$ cat config.mk
export PLATFORM = sky130hd
export DESIGN_NAME = display_scan_ctrl
export DESIGN_NICKNAME = d
export VERILOG_FILES = /design/src/rtl/display_scan_ctrl.sv
export SDC_FILE = /design/constraint.sdc
export NUM_CORES = 1
export LEC_CHECK = 0
export ABC_AREA = 1
export CAP_MARGIN = 5
export CELL_PAD_IN_SITES_DETAIL_PLACEMENT = 1
export CELL_PAD_IN_SITES_GLOBAL_PLACEMENT = 1
export CORE_UTILIZATION = 30
export CTS_BUF_LIST = sky130_fd_sc_hd__clkbuf_4 sky130_fd_sc_hd__clkbuf_8
export CTS_CLUSTER_DIAMETER = 50
export CTS_CLUSTER_SIZE = 25
export DETAILED_ROUTE_END_ITERATION = 10
export GPL_TIMING_DRIVEN = 0
export PLACE_DENSITY = 0.63
export RECOVER_POWER = 25
export SLEW_MARGIN = 5
export SYNTH_ARGS = -nofsm -noshare
export SYNTH_HDL_FRONTEND = slang
export SYNTH_SLANG_ARGS = --single-unit
$ cat constraint.sdc
create_clock -name clk -period 1.5 [get_ports clk]
set_input_delay 0.3 -clock clk [delete_from_list [all_inputs] [get_ports clk]]
set_output_delay 0.3 -clock clk [all_outputs]
set_load 0.01 [all_outputs]
$ cat src/rtl/display_scan_ctrl.sv
// Time-multiplexed scan controller for a common-anode seven-segment display. Define
// LEADING_ZERO_BLANK_EN to keep leading zero digits dark. Digit 0 is always lit.
module display_scan_ctrl #(
  parameter int NUM_DIGITS   = 2,
  parameter int SHOW_CYCLES  = 20000,
  parameter int BLANK_CYCLES = 100,
  localparam int IDX_W       = $clog2(NUM_DIGITS)
) (
  input  logic                    clk,
  input  logic                    reset,
  input  logic [4*NUM_DIGITS-1:0] digits_in,
  input  logic                    load_valid,
  output logic                    load_ready,
  output logic [3:0]              select,
  output logic [NUM_DIGITS-1:0]   anode_n,
  output logic [IDX_W-1:0]        digit_idx,
  output logic                    pending
);

  localparam int MAX_CYCLES = (SHOW_CYCLES > BLANK_CYCLES) ? SHOW_CYCLES : BLANK_CYCLES;
  localparam int CNT_W      = (MAX_CYCLES > 1) ? $clog2(MAX_CYCLES) : 1;

  localparam logic [CNT_W-1:0] SHOW_LAST  = CNT_W'(SHOW_CYCLES - 1);
  localparam logic [CNT_W-1:0] BLANK_LAST = CNT_W'(BLANK_CYCLES - 1);
  localparam logic [IDX_W-1:0] IDX_LAST   = IDX_W'(NUM_DIGITS - 1);

  typedef enum logic {
    BLANK = 1'b0,
    SHOW  = 1'b1
  } state_t;

  state_t                         state, state_nx;
  logic [CNT_W-1:0]               cnt;
  logic [NUM_DIGITS-1:0][3:0]     display, staging, disp_nx;
  logic [IDX_W-1:0]               idx_nx;
  logic [NUM_DIGITS-1:0]          anode_nx;
  logic [NUM_DIGITS-1:0]          lz_dark;
  logic                           apply;
  logic                           accept;

  // NOTE: every signal driven here gets a default first, so no path leaves
  // one unassigned and no latch is inferred.
  always_comb begin
    state_nx = state;
    idx_nx   = digit_idx;
    if (state == BLANK && cnt == BLANK_LAST) begin
      state_nx = SHOW;
    end else if (state == SHOW && cnt == SHOW_LAST) begin
      state_nx = BLANK;
      idx_nx   = (digit_idx == IDX_LAST) ? '0 : digit_idx + 1'b1;
    end

    apply   = (state == BLANK) && pending;
    accept  = load_valid && load_ready;
    disp_nx = apply ? staging : display;
  end

  // A digit is dark when it is zero and so is every higher-index digit.
  // Digit 0 is never dark.
`ifdef LEADING_ZERO_BLANK_EN
  always_comb begin
    logic hi_zero;
    hi_zero = 1'b1;
    lz_dark = '0;
    for (int i = NUM_DIGITS - 1; i >= 1; i--) begin
      hi_zero    = hi_zero && (disp_nx[i] == 4'h0);
      lz_dark[i] = hi_zero;
    end
  end
`else
  always_comb begin
    lz_dark = '0;
  end
`endif

  always_comb begin
    anode_nx = '1;
    if (state_nx == SHOW && !lz_dark[idx_nx]) anode_nx[idx_nx] = 1'b0;
  end

  // NOTE: sequential state uses non-blocking assignments only, so every
  // register samples the values from before the edge.
  // NOTE: the display and staging registers are reset too: after reset the
  // display must read all zeros.
  always_ff @(posedge clk or posedge reset) begin
    if (reset) begin
      state      <= BLANK;
      cnt        <= '0;
      digit_idx  <= '0;
      anode_n    <= '1;
      select     <= 4'h0;
      display    <= '0;
      staging    <= '0;
      pending    <= 1'b0;
      load_ready <= 1'b1;
    end else begin
      state     <= state_nx;
      cnt       <= (state_nx != state) ? '0 : cnt + 1'b1;
      digit_idx <= idx_nx;
      anode_n   <= anode_nx;
      display   <= disp_nx;
      // The code follows the scheduled digit, so it is stable through the blank.
      select    <= disp_nx[idx_nx];
      if (apply) begin
        pending    <= 1'b0;
        load_ready <= 1'b1;
      end else if (accept) begin
        staging    <= digits_in;
        pending    <= 1'b1;
        load_ready <= 1'b0;
      end
    end
  end

endmodule

==> results by group <==
Timing
  – Setup tns final: 0 ns
  – Max Fclk: 688 MHz
  – Tmin final: 1.45 ns
  – Slew Limit Headroom: 48.8%
  – Final Setup Violations: 0
  – Worst-Margin Slew: 0.767 ns
  – Post-route clock period utilization: 96.9%
  – Slew Limit Fails: 0
  – RSZ-0062 raised after global routing: yes
  – Hold Vio Cnt, Final: 0
  – Worst Clk Skew: 0.0137 ns
  – Worst setup margin: 0.0464 ns

Die
  – Num rows: 28
  – Full die area: 0.00656 mm2
  – Core Box Area: 0.00596 mm2
  – Die Wd: 81.0 um
  – IO Pins: 20
  – Initial Util: 31.4%
  – Die height: 81.0 um

Placed design
  – GPL Wtd Cong: 0.807
  – Post-placement cell area: 0.00218 mm2
  – Placed Instances: 303
  – Post-DP HPWL: 3080 um
  – Worst slack, placed: -0.176 ns
  – PortBufs: 19

Setup path
  – Reg-to-Reg End: select[1]$_DFF_PP0_
  – Largest stage delay on the critical path: 0.53 ns
  – CP max FO: 1
  – Crit path buf inv count: 1
  – Worst-case reg-to-reg path depth: 6
  – Worst EP required: 1.20 ns
  – Startpoint Class: register
  – Worst-path cell chain: clkdlybuf4s50_1
  – R2r setup slk: 0.08 ns
  – Crit Reg-Reg Startpoint: cnt[1]$_DFF_PP0_
  – Critical path class: reg -> out
  – Critical Path AT: 1.15 ns
  – Worst Setup End Kind: output pin
  – Slowest stage cell, crit path: clkdlybuf4s50_1
  – Delay-heaviest family, CP: buffers and inverters

Yosys
  – Cell Area, Synth: 0.00187 mm2
  – Number of synthesized register bits: 41
  – Most frequent cell after synthesis: nand2_1
  – Yosys warning count: 0
  – Post-synth cell types: 24
  – Synth area leaders: dfrtp_1 (51%), nand2_1 (10%), nand3_1 (6.1%)
  – Synth top cells by count: nand2_1 (51), dfrtp_1 (38), inv_1 (23), nand3_1 (23), nor2_1 (23)
  – Ys async rst share: 100%
  – Number of enable flip-flop cells after synthesis: 0
  – Syn nets: 220
  – Synth top area share: 50.8%
  – Cell taking the most area after synthesis: dfrtp_1
  – Post-Syn Instances: 208
  – Syn_area_per_cell: 9.01 um2
  – Seq/Total Area, Yosys: 55.0%
  – Top FF cell, synth: dfrtp_1

Power and ir drop
  – Clock share of power: 27.6%
  – PwrDens: 1180 mW/mm2
  – Design Power: 2.74 mW
  – Combinational share of power: 19.0%
  – Switch share: 26.5%
  – Register share of total power: 53.5%
  – Max VDD drop: 0.460 mV
  – Pint: 2.02 mW
  – Static leakage: 1.14 nW
  – Sw Pwr: 725 uW

Route
  – Detailed-route wire length: 4050 um
  – Detail-routed via count per cell: 4.54
  – DRC Markers: 0
  – Routed wire per std cell: 12.9 um
  – DRT Pass-1 Iters: 4
  – DR vias: 1,427
  – Starting DRT DRC Count: 46
  – DRT antenna net count: 0

Min path
  – Hold Path End: display[0]$_DFF_PP0_
  – Hold wc startpoint: display[0]$_DFF_PP0_
  – Hold path depth: 2
  – Hold Crit Class: reg -> reg

Layout
  – Layout cell share with drive strength beyond 1: 16.7%
  – Footprint of the multi-input gates: 777 um2
  – FF/Latch Area: 0.00103 mm2
  – Finished Layout Cells: 314
  – N_diodes: 0
  – # fillers: 711
  – # nets final: 250
  – Cell area after layout: 0.00233 mm2
  – Area grow syn2layout: 24.4%

Clock network
  – Hold-fix buffers at CTS: 0
  – Cts bufs inserted: 5
  – Clock tree buffer depth: 2
  – Clock latency on the worst-skew pair: 0.29 ns
  – TritonCTS clock tree: yes
  – H-tree Lvls: 2
  – Clk slew on worst S/H paths: 0.08 ns
  – Clock sink count: 41
  – Root Buffer: clkbuf_8

GRT
  – Overflow after GRT: 0
  – Largest net degree at the start of global routing: 25
  – Antenna violations before repair: 0
  – Gr usage total: 14.3%
  – First-pass GRT wire length: 7020 um
  – Vias in the first global route: 1,456

Flow run
  – Max-Cap Viols: 0

Outcome
  – Status: finished clean
[worst max path at each step]
| stage | from | cells past startpoint | to |
|---|---|---|---|
| 2_1_floorplan | cnt[0]$_DFF_PP0_ | 6 | select[0]$_DFF_PP0_ |
| 3_3_place_gp | reset | 2 | cnt[5]$_DFF_PP0_ |
| 3_5_place_dp | cnt[0]$_DFF_PP0_ | 6 | cnt[10]$_DFF_PP0_ |
| 4_1_cts | register | 1 | digit_idx |
| 5_1_grt | cnt[1]$_DFF_PP0_ | 6 | select[1]$_DFF_PP0_ |
| 6_report | select[1]$_DFF_PP0_ | 1 | select[1] |
[layer usage]
| layer | vias to the layer above | share of wire [%] | wire length, um | track usage (%) |
|---|---|---|---|---|
| met4 | 0 | 1.2 | 50 | 4.29 |
| li1 | 731 | - | - | - |
| met5 | - | 0 | 0 | 0 |
| met2 | 21 | 42 | 1710 | 20.9 |
| met1 | 671 | 54 | 2180 | 20.8 |
| met3 | 4 | 2.7 | 109 | 3.03 |
[power by group through the flow]
stage	clock [mW]	sequential [mW]	combinational, mW
floorplan	0	1.49	0.291
global placement	0	1.48	0.513
detailed placement	0	1.49	0.540
CTS	0.804	1.47	0.535
global route	0.825	1.49	0.594
finish	0.756	1.47	0.520
[registers in the layout (all words and copies together), names as in the netlist, named ones only]
signal      cells
anode_n         2
cnt            15
display         8
load_ready      1
pending         1
select          4
staging         8
state           1
[final cells by class]
class / count / share of cell area [%]
clock buffers: 6 / 3.54
clock inverters: 2 / 0.590
flip-flops and latches: 41 / 44.2
plain buffers: 2 / 0.698
inverters: 25 / 4.03
well taps: 75 / 4.03
multi-input cells: 141 / 33.3
repair buffers: 22 / 9.55
[stage by stage]
step / utilization [%] / hold slack, ns
2_1_floorplan: - / 0.374
3_3_place_gp: 36.2 / 0.462
3_5_place_dp: 36.6 / 0.464
4_1_cts: 38.7 / 0.320
5_1_grt: 39.1 / 0.507
6_report: 39.1 / 0.480
[layout by cell type (no fill, tap or decap), types with 3 or more instances in the layout]
cell | Yosys | final
nand2_1 | 51 | 51
nand4_1 | 9 | 9
mux2_2 | 7 | 7
nor2_1 | 23 | 22
inv_1 | 23 | 22
dlygate4sd2_1 | 0 | 4
dfstp_2 | 3 | 3
nand3_1 | 23 | 23
clkdlybuf4s50_1 | 0 | 13
inv_2 | 2 | 3
dfrtp_1 | 38 | 37
nand2_2 | 3 | 3
xor2_1 | 5 | 5
clkbuf_8 | 0 | 6
nor3_1 | 5 | 5
[cells by family (layout without fill, tap and decap cells)]
family	after synthesis	after routing	synth area share [%]
AO/OA/AOI/OAI	5	5	1.34
XOR/XNOR	6	6	2.81
flip-flops	41	41	55.0
buffers and inverters	27	57	5.88
adder cells (fa/ha/maj)	1	1	0.668
AND/OR/NAND/NOR	121	122	30.1
multiplexers	7	7	4.21
[what timing repair did]
item                                    in CTS  in global routing
hold endpoints to repair                     0                  0
gates resized for setup                      9                  5
pin swaps                                    1                  4
buffers inserted                             1                  1
cloned                                       1                  0
endpoints found under the setup margin      20                 16
No activity file was read; power rests on OpenSTA's default activity.
